===== src/rtl/dmem_pkg.sv =====
// Shared types and defaults for the data-memory arbiter.
package dmem_pkg;

  localparam int unsigned DmemAddrW  = 16;
  localparam int unsigned DmemDataW  = 16;
  localparam int unsigned StallCntW  = 16;

  typedef enum logic [1:0] {
    StIdle,
    StCpuRd,
    StExtRd
  } dmem_state_e;

  typedef enum logic {
    GntCpu,
    GntExt
  } dmem_gnt_e;

endpackage


===== src/rtl/dmem_arbiter_if.sv =====
// Core, external-port and memory-port signals of the data-memory arbiter.
// master: requesters plus the memory macro; slave: the arbiter.
interface dmem_arbiter_if #(
  parameter int unsigned ADDR_W = 16,
  parameter int unsigned DATA_W = 16
);
  logic              cpu_mem_read;
  logic              cpu_mem_write;
  logic [ADDR_W-1:0] cpu_addr;
  logic [DATA_W-1:0] cpu_wdata;
  logic [DATA_W-1:0] cpu_rdata;
  logic              cpu_stall;

  logic              ext_req;
  logic              ext_we;
  logic [ADDR_W-1:0] ext_addr;
  logic [DATA_W-1:0] ext_wdata;
  logic              ext_gnt;
  logic              ext_rvalid;
  logic [DATA_W-1:0] ext_rdata;

  logic              mem_en;
  logic              mem_we;
  logic [ADDR_W-1:0] mem_addr;
  logic [DATA_W-1:0] mem_wdata;
  logic [DATA_W-1:0] mem_rdata;

  modport master (
    output cpu_mem_read, cpu_mem_write, cpu_addr, cpu_wdata,
    output ext_req, ext_we, ext_addr, ext_wdata,
    output mem_rdata,
    input  cpu_rdata, cpu_stall, ext_gnt, ext_rvalid, ext_rdata,
    input  mem_en, mem_we, mem_addr, mem_wdata
  );

  modport slave (
    input  cpu_mem_read, cpu_mem_write, cpu_addr, cpu_wdata,
    input  ext_req, ext_we, ext_addr, ext_wdata,
    input  mem_rdata,
    output cpu_rdata, cpu_stall, ext_gnt, ext_rvalid, ext_rdata,
    output mem_en, mem_we, mem_addr, mem_wdata
  );

endinterface


===== src/rtl/rr_pick2.sv =====
// Two-requester round-robin picker. A lone requester always wins; on a tie the
// requester that was not granted last wins. The core wins the first tie after reset.
module rr_pick2
  import dmem_pkg::*;
(
  input  logic clk,
  input  logic rst_n,
  input  logic en,
  input  logic req_cpu,
  input  logic req_ext,
  output logic gnt_cpu,
  output logic gnt_ext
);

  dmem_gnt_e last_gnt_q;

  // Grant decision; nothing is granted while the shared port is busy returning data.
  always_comb begin
    gnt_cpu = 1'b0;
    gnt_ext = 1'b0;
    if (en) begin
      if (req_cpu && req_ext) begin
        gnt_cpu = (last_gnt_q == GntExt);
        gnt_ext = (last_gnt_q == GntCpu);
      end else begin
        gnt_cpu = req_cpu;
        gnt_ext = req_ext;
      end
    end
  end

  // Remember the most recent winner on every grant.
  always_ff @(posedge clk or negedge rst_n) begin
    if (!rst_n) begin
      last_gnt_q <= GntExt;
    end else if (gnt_cpu) begin
      last_gnt_q <= GntCpu;
    end else if (gnt_ext) begin
      last_gnt_q <= GntExt;
    end
  end

endmodule


===== src/rtl/dmem_arbiter.sv =====
// Shares the single-port synchronous-read data memory between the core load/store
// path and an external loader/debug port. Stalls the core until its access is done.
module dmem_arbiter
  import dmem_pkg::*;
#(
  parameter int unsigned ADDR_W = DmemAddrW,
  parameter int unsigned DATA_W = DmemDataW
) (
  input  logic                 clk,
  input  logic                 rst_n,
  dmem_arbiter_if.slave        bus,
  output logic                 protocol_err,
  output logic [StallCntW-1:0] stall_cnt
);

  dmem_state_e          state_q, state_d;
  logic                 cpu_req, cpu_wr, in_idle;
  logic                 gnt_cpu, gnt_ext;
  logic                 stall;
  logic                 protocol_err_q;
  logic [StallCntW-1:0] stall_cnt_q;

  assign cpu_req = bus.cpu_mem_read | bus.cpu_mem_write;
  // Both strobes together are treated as a store.
  assign cpu_wr  = bus.cpu_mem_write;
  assign in_idle = (state_q == StIdle);

  rr_pick2 u_pick (
    .clk     (clk),
    .rst_n   (rst_n),
    .en      (in_idle),
    .req_cpu (cpu_req),
    .req_ext (bus.ext_req),
    .gnt_cpu (gnt_cpu),
    .gnt_ext (gnt_ext)
  );

  // Next state: reads spend one extra cycle returning data with the port idle.
  always_comb begin
    state_d = StIdle;
    case (state_q)
      StIdle: begin
        if (gnt_cpu && !cpu_wr) begin
          state_d = StCpuRd;
        end else if (gnt_ext && !bus.ext_we) begin
          state_d = StExtRd;
        end
      end
      default: state_d = StIdle;
    endcase
  end

  // Core stall: only a granted store or the load return cycle lets the core advance.
  always_comb begin
    stall = 1'b0;
    case (state_q)
      StIdle:  stall = cpu_req & ~(gnt_cpu & cpu_wr);
      StExtRd: stall = cpu_req;
      default: stall = 1'b0;
    endcase
  end

  // Outputs are combinational and forced to zero while reset is held.
  always_comb begin
    bus.mem_en     = 1'b0;
    bus.mem_we     = 1'b0;
    bus.mem_addr   = {ADDR_W{1'b0}};
    bus.mem_wdata  = {DATA_W{1'b0}};
    bus.cpu_rdata  = {DATA_W{1'b0}};
    bus.cpu_stall  = 1'b0;
    bus.ext_gnt    = 1'b0;
    bus.ext_rvalid = 1'b0;
    bus.ext_rdata  = {DATA_W{1'b0}};
    if (rst_n) begin
      if (gnt_cpu) begin
        bus.mem_en    = 1'b1;
        bus.mem_we    = cpu_wr;
        bus.mem_addr  = bus.cpu_addr;
        bus.mem_wdata = bus.cpu_wdata;
      end else if (gnt_ext) begin
        bus.mem_en    = 1'b1;
        bus.mem_we    = bus.ext_we;
        bus.mem_addr  = bus.ext_addr;
        bus.mem_wdata = bus.ext_wdata;
      end
      bus.cpu_stall = stall;
      bus.ext_gnt   = gnt_ext;
      if (state_q == StCpuRd) begin
        bus.cpu_rdata = bus.mem_rdata;
      end
      if (state_q == StExtRd) begin
        bus.ext_rvalid = 1'b1;
        bus.ext_rdata  = bus.mem_rdata;
      end
    end
  end

  // State, sticky protocol error and saturating stall counter.
  always_ff @(posedge clk or negedge rst_n) begin
    if (!rst_n) begin
      state_q        <= StIdle;
      protocol_err_q <= 1'b0;
      stall_cnt_q    <= '0;
    end else begin
      state_q <= state_d;
      if (bus.cpu_mem_read && bus.cpu_mem_write) begin
        protocol_err_q <= 1'b1;
      end
      if (stall && (stall_cnt_q != {StallCntW{1'b1}})) begin
        stall_cnt_q <= stall_cnt_q + 1'b1;
      end
    end
  end

  assign protocol_err = protocol_err_q;
  assign stall_cnt    = stall_cnt_q;

endmodule


===== src/flat_wrapper.sv =====
// flat-port wrapper written by rule: the top's interface ports become plain ports
module dmem_arbiter_flat import dmem_pkg::*;
#(
  parameter int unsigned ADDR_W = DmemAddrW,
  parameter int unsigned DATA_W = DmemDataW
)
  (clk, rst_n, protocol_err, stall_cnt, bus_cpu_mem_read, bus_cpu_mem_write, bus_cpu_addr, bus_cpu_wdata, bus_ext_req, bus_ext_we, bus_ext_addr, bus_ext_wdata, bus_mem_rdata, bus_cpu_rdata, bus_cpu_stall, bus_ext_gnt, bus_ext_rvalid, bus_ext_rdata, bus_mem_en, bus_mem_we, bus_mem_addr, bus_mem_wdata);
  dmem_arbiter_if #(.ADDR_W(ADDR_W), .DATA_W(DATA_W)) bus_i ();
  input  logic clk;
  input  logic rst_n;
  output logic protocol_err;
  output logic [StallCntW-1:0] stall_cnt;
  input wire logic [$bits(bus_i.cpu_mem_read)-1:0] bus_cpu_mem_read;
  input wire logic [$bits(bus_i.cpu_mem_write)-1:0] bus_cpu_mem_write;
  input wire logic [$bits(bus_i.cpu_addr)-1:0] bus_cpu_addr;
  input wire logic [$bits(bus_i.cpu_wdata)-1:0] bus_cpu_wdata;
  input wire logic [$bits(bus_i.ext_req)-1:0] bus_ext_req;
  input wire logic [$bits(bus_i.ext_we)-1:0] bus_ext_we;
  input wire logic [$bits(bus_i.ext_addr)-1:0] bus_ext_addr;
  input wire logic [$bits(bus_i.ext_wdata)-1:0] bus_ext_wdata;
  input wire logic [$bits(bus_i.mem_rdata)-1:0] bus_mem_rdata;
  output wire logic [$bits(bus_i.cpu_rdata)-1:0] bus_cpu_rdata;
  output wire logic [$bits(bus_i.cpu_stall)-1:0] bus_cpu_stall;
  output wire logic [$bits(bus_i.ext_gnt)-1:0] bus_ext_gnt;
  output wire logic [$bits(bus_i.ext_rvalid)-1:0] bus_ext_rvalid;
  output wire logic [$bits(bus_i.ext_rdata)-1:0] bus_ext_rdata;
  output wire logic [$bits(bus_i.mem_en)-1:0] bus_mem_en;
  output wire logic [$bits(bus_i.mem_we)-1:0] bus_mem_we;
  output wire logic [$bits(bus_i.mem_addr)-1:0] bus_mem_addr;
  output wire logic [$bits(bus_i.mem_wdata)-1:0] bus_mem_wdata;
  assign bus_i.cpu_mem_read = bus_cpu_mem_read;
  assign bus_i.cpu_mem_write = bus_cpu_mem_write;
  assign bus_i.cpu_addr = bus_cpu_addr;
  assign bus_i.cpu_wdata = bus_cpu_wdata;
  assign bus_i.ext_req = bus_ext_req;
  assign bus_i.ext_we = bus_ext_we;
  assign bus_i.ext_addr = bus_ext_addr;
  assign bus_i.ext_wdata = bus_ext_wdata;
  assign bus_i.mem_rdata = bus_mem_rdata;
  assign bus_cpu_rdata = bus_i.cpu_rdata;
  assign bus_cpu_stall = bus_i.cpu_stall;
  assign bus_ext_gnt = bus_i.ext_gnt;
  assign bus_ext_rvalid = bus_i.ext_rvalid;
  assign bus_ext_rdata = bus_i.ext_rdata;
  assign bus_mem_en = bus_i.mem_en;
  assign bus_mem_we = bus_i.mem_we;
  assign bus_mem_addr = bus_i.mem_addr;
  assign bus_mem_wdata = bus_i.mem_wdata;
  dmem_arbiter #(.ADDR_W(ADDR_W), .DATA_W(DATA_W)) u_core (.clk(clk), .rst_n(rst_n), .bus(bus_i), .protocol_err(protocol_err), .stall_cnt(stall_cnt));
endmodule

===== config.mk =====
export PLATFORM = sky130hd
export DESIGN_NAME = dmem_arbiter_flat
export DESIGN_NICKNAME = d
export VERILOG_FILES = /design/src/rtl/dmem_pkg.sv /design/src/rtl/dmem_arbiter_if.sv /design/src/rtl/rr_pick2.sv /design/src/rtl/dmem_arbiter.sv /design/src/flat_wrapper.sv
export SDC_FILE = /design/constraint.sdc
export NUM_CORES = 1
export LEC_CHECK = 0
export ABC_AREA = 1
export BUFFER_PORTS_ARGS = -buffer_cell sky130_fd_sc_hd__clkbuf_2
export CAP_MARGIN = 25
export CELL_PAD_IN_SITES_DETAIL_PLACEMENT = 0
export CELL_PAD_IN_SITES_GLOBAL_PLACEMENT = 2
export CORE_ASPECT_RATIO = 0.5
export CORE_UTILIZATION = 17
export CTS_BUF_LIST = sky130_fd_sc_hd__clkbuf_4 sky130_fd_sc_hd__clkbuf_8
export CTS_CLUSTER_SIZE = 20
export DETAILED_ROUTE_END_ITERATION = 8
export PLACE_DENSITY = 0.84
export SYNTH_ARGS = -nofsm -noshare
export SYNTH_HDL_FRONTEND = slang
export SYNTH_HIERARCHICAL = 1
export SYNTH_SLANG_ARGS = --single-unit
export TNS_END_PERCENT = 20

===== constraint.sdc =====
create_clock -name clk -period 1.9 [get_ports clk]
set_input_delay 0.095 -clock clk [delete_from_list [all_inputs] [get_ports clk]]
set_output_delay 0.095 -clock clk [all_outputs]
set_load 0.05 [all_outputs]

* Word-level counts from Yosys, hierarchy flattened
Index checks and enable logic that the tools add are counted.
Storage, ports and cells: register bits after elaboration 20, bits of input ports 86, output and inout bits 86, word-level logic and storage cells 52
Cells by class: add/sub/neg operators 1, eq/ne operators 3, multiplexer cells 30, bitwise operators 5, reductions and logical operators 9
Operators by type and width (count):
- $mux 16 | 10
- $add 16x1->16 const B | 1
- $mux 1 | 16
- $ne 16x16->1 const B | 1
- $mux 2 | 3
- $logic_and 1x1->1 | 5
- $and 1x1->1 | 2
- $eq 2x1->1 const B | 1
- $eq 2x2->1 const B | 1
- $logic_not 1->1 | 2
- $logic_not 2->1 | 1
- $not 1->1 | 2
- $pmux 1 s2 | 1
- $reduce_bool 2->1 | 1
- $or 1x1->1 | 1

* Longest topological paths before layout
depth in word-level cells 9, depth in mapped cells 12, gate-level depth less buffers 12

* By module
The synthesis kept the hierarchy.
Modules (own cells, without submodules):
- dmem_arbiter | times used 1, cells each 313, area an instance 1856.8 µm², sequential area each 475.5 µm²
- rr_pick2 | times used 1, cells each 12, area an instance 73.8 µm², sequential area each 26.3 µm²

* Least setup slack after synthesis
OpenSTA, ideal clock, no wires.
kind register to output, start reg u_core.state_q[0], end out bus_mem_addr[14], data arrival time 2.076 ns, required time 1.805 ns, slack -0.271 ns, stages on the path, launching flop included 9, buffers on the path 1, cells stage by stage dfrtp_1 nor2_1 nand2_1 a21oi_1 inv_1 nor2_1 buf_2 nand2_1 a21oi_1
On the way: cells in the longest elaborated chain, start to end 5, elaborated cells on any way between the ends 6, classes of those cells mux (5); reduce/logical (1)
Ends and longest elaborated chain:
- start: declaration | RTL line dmem_arbiter.sv:16 | dmem_state_e state_q, state_d;
- start signal: assignment | RTL line dmem_arbiter.sv:101 | state_q <= StIdle;
- start signal: assignment | RTL line dmem_arbiter.sv:105 | state_q <= state_d;
- $logic_not 2->1 | RTL line dmem_arbiter.sv:26 | assign in_idle = (state_q == StIdle);
- net u_core.in_idle | RTL line dmem_arbiter.sv:17 | logic cpu_req, cpu_wr, in_idle;
- $mux 1 | RTL line rr_pick2.sv:21 | if (en) begin
- net u_core.gnt_ext | RTL line dmem_arbiter.sv:18 | logic gnt_cpu, gnt_ext;
- $mux 16 | RTL line dmem_arbiter.sv:80 | end else if (gnt_ext) begin
- $mux 16 | RTL line dmem_arbiter.sv:75 | if (gnt_cpu) begin
- $mux 16 | RTL line dmem_arbiter.sv:74 | if (rst_n) begin
- end: declaration | RTL line flat_wrapper.sv:29 | output wire logic [$bits(bus_i.mem_addr)-1:0] bus_mem_addr;
The timed path passes the listed nets, and every way through them passes these cells.

* Final worst setup path
start reg u_core.state_q[1], end out bus_mem_wdata[11]
On the way: cells in the longest elaborated chain, start to end 5, elaborated cells on any way between the ends 6, classes of those cells mux (5); reduce/logical (1)
Ends and longest elaborated chain:
- $logic_not 2->1 | RTL line dmem_arbiter.sv:26
- net u_core.in_idle | RTL line dmem_arbiter.sv:17
- $mux 1 | RTL line rr_pick2.sv:21
- net u_core.gnt_ext | RTL line dmem_arbiter.sv:18
- $mux 16 | RTL line dmem_arbiter.sv:80
- $mux 16 | RTL line dmem_arbiter.sv:75
- $mux 16 | RTL line dmem_arbiter.sv:74
- end: declaration | RTL line flat_wrapper.sv:30 | output wire logic [$bits(bus_i.mem_wdata)-1:0] bus_mem_wdata;
The timed path passes the listed nets, and every way through them passes these cells.

==> impl_metrics.tcl <==
set metrics [dict create \
    outcome "complete, but fails checks" \
    synth-main-ff-cell "dfrtp_1" \
    finalCriticalPeriod_ns 2.00 \
    setup.worst_path.end "bus_mem_wdata[11]" \
    fin_crit_sh_pct 105 \
    nets 598 \
    hold_violations 0 \
    numClockSinks 20 \
    drtAntennaViolNets 0 \
    synth-edff-count 0 \
    worstMarginPinSlew_ns 0.587 \
    crit_type "flop to output port" \
    setup_tns_ns -1.74 \
    netlist_instances 325 \
    avgSynthCellArea_um2 5.94 \
    synth.net_count 412 \
    htree_levels 1 \
    num_rows 27 \
    rsz0062_at_grt "yes" \
    grt-ovfl-total 0 \
    synth_area_leaders "dfrtp_1 25%, nor2_1 17%, nand2_1 16%, a22oi_1 12%, inv_1 8.2%" \
    clk_pin_slew_ns 0.08 \
    timing.critical_path.from "u_core/state_q[1]" \
    max_slew_margin_pct 60.8 \
    synth_common_cells "87 x nor2_1, 81 x nand2_1, 42 x inv_1" \
    violations "negative setup slack" \
    clk_latency_ns 0.27 \
    num_vias 2715 \
    grt_pass1_vias 2549 \
    fillers 1243 \
    p_leak_nw 1.94 \
    finalWirelength_mm 8.01 \
    critPathMaxFanout 8 \
    numCtsBuffers 3 \
    synth.most_common_cell "nor2_1" \
    setup_viol 33 \
    whs_ns 0.0430 \
    areaGrowthSynthToFinish_pct 83.3 \
    yosysSeqAreaShare_pct 26.0 \
    clockRootBuffer "clkbuf_8" \
    die_w_um 153 \
    multiInputGateArea_um2 1240 \
    synth_top_area_cell "dfrtp_1" \
    netlist_area_um2 1930 \
    worstPathRequired_ns 1.80 \
    max_freq_ghz 0.499 \
    wire_per_inst_um 12.2 \
    setup_ws_ns -0.104 \
    hold_path.class "input pin to flop" \
    io_pins 172 \
    drc_errors 0 \
    final_util_pct 32.1 \
    slew_violations 0 \
    viasPerCell 4.15 \
    grt_usage_pct 13.1 \
    antenna_cells 0 \
    yosysUniqueCellTypes 27 \
    antenna_found_initial 0 \
    ir_drop_uv 356 \
    async_flop_share_pct 100 \
    core_area_um2 11000 \
    crit_path_end_kind "output port" \
    timing.rr.end "u_core/stall_cnt[2]" \
    die_area_um2 11800 \
    ys_warn_count 6 \
    r2r_cells 6 \
    clk_path_buf_depth 2 \
    synth-seq-cells 20 \
    regArea_um2 502 \
    crit_arrival_ns 1.91 \
    dr.pass1.iters 4 \
    r2r_slack_ns 0.28 \
    maxCapViolations 0 \
    cellPowerDensity_nw_per_um2 928 \
    total_power_mw 3.28 \
    port_buffers 171 \
    dp_slack_ns 0.103 \
    synth_top_area_share_pct 24.6 \
    crit_path_start_kind "flop" \
    clock_skew_ns 0.00977 \
    r2r-start "u_core/stall_cnt[1]" \
    cts_tree "yes" \
    gp_congestion 0.737 \
    start_util_pct 17.5 \
    drt_iter0_markers 119 \
    dp_hpwl_mm 5.76 \
    grt_max_degree 32 \
    die_h_um 77.4 \
    drive_gt1_share_pct 44.7 \
    grt_pass1_wl_mm 12.6 \
]
==> how the worst min path moves through the flow <==
stage,from,endpoint,slack [ns],cells after the start
2_1_floorplan,rst_n,u_core/protocol_err,-0.20,0
3_3_place_gp,rst_n,u_core/state_q[1],-0.03,1
3_5_place_dp,rst_n,u_core/state_q[0],-0.03,1
4_1_cts,bus_ext_we,u_core/state_q[1],0.02,2
5_1_grt,bus_ext_we,u_core/state_q[1],0.03,2
6_report,bus_ext_we,u_core/state_q[1],0.04,2
==> metrics by stage <==
step,cells,area (um2)
4_1_cts,655,3510
3_3_place_gp,641,3040
5_1_grt,655,3540
2_1_floorplan,325,1950
3_5_place_dp,641,3040
6_report,655,3540
==> power by group <==
group | total [mW] | switching (mW) | leakage, nW | internal, mW
clock network | 0.321 | 0.157 | 0.0262 | 0.164
logic | 2.35 | 1.52 | 1.65 | 0.833
registers | 0.614 | 0.104 | 0.263 | 0.510
==> logic make-up after synthesis <==
kind of cell / Yosys count / synth area share [%]
AO/OA/AOI/OAI: 43 / 16.4
XOR/XNOR: 6 / 2.72
adder cells (fa/ha/maj): 1 / 0.648
buffers and inverters: 59 / 12.5
flip-flops: 20 / 26.0
AND/OR/NAND/NOR: 196 / 41.7
==> registers in the layout (all words and copies together) (netlist names) <==
register,cells
u_core/stall_cnt,16
u_core/state_q,2
u_core/protocol_err,1
u_core/u_pick/last_gnt_q,1
==> cell usage in the layout (no fill, tap or decap), types with 4 or more instances in the layout <==
cell / instances
buf_4: 18
dfrtp_1: 19
nand2_2: 5
nor2_1: 79
nand4_1: 8
xnor2_1: 4
clkbuf_8: 28
nand3_1: 11
inv_2: 4
o21ai_0: 5
buf_8: 7
nor2_2: 8
clkbuf_2: 138
a22oi_1: 28
inv_1: 40
nand2_1: 80
==> critical path, stage by stage (launching register included) <==
cell and delay (ns):
dfrtp_1 0.41, nor2_4 0.15, nand2_2 0.07, a21oi_2 0.14, inv_2 0.06, nor2_4 0.17
buf_12 0.13, buf_16 0.12, a22oi_1 0.06, nor2_1 0.12, clkbuf_8 0.20
==> cell type report <==
cell class / count / share of cell area [%]
multi-input cells: 246 / 35.1
repair buffers: 195 / 39.4
inverters: 45 / 4.84
well taps: 145 / 5.13
clock buffers: 4 / 1.38
flip-flops and latches: 20 / 14.2
==> per-layer routing <==
layer	GRT usage [%]	up-vias	routed length (um)
met3	1.90	4	255
met1	15.8	1253	3580
met5	0	-	0
met4	2.02	0	44
met2	25.0	58	4130
li1	-	1400	-
==> repair_timing <==
item | in CTS | in global routing
endpoints found under the hold margin | 4 | 0
resized for setup | 71 | 21
endpoints found under the setup margin | 35 | 50
buffers inserted | 6 | 2
hold buffers | 2 | 0
pin swaps | 4 | 7
cloned | 2 | 0
Note: power is estimated with default switching activity, not from simulation.
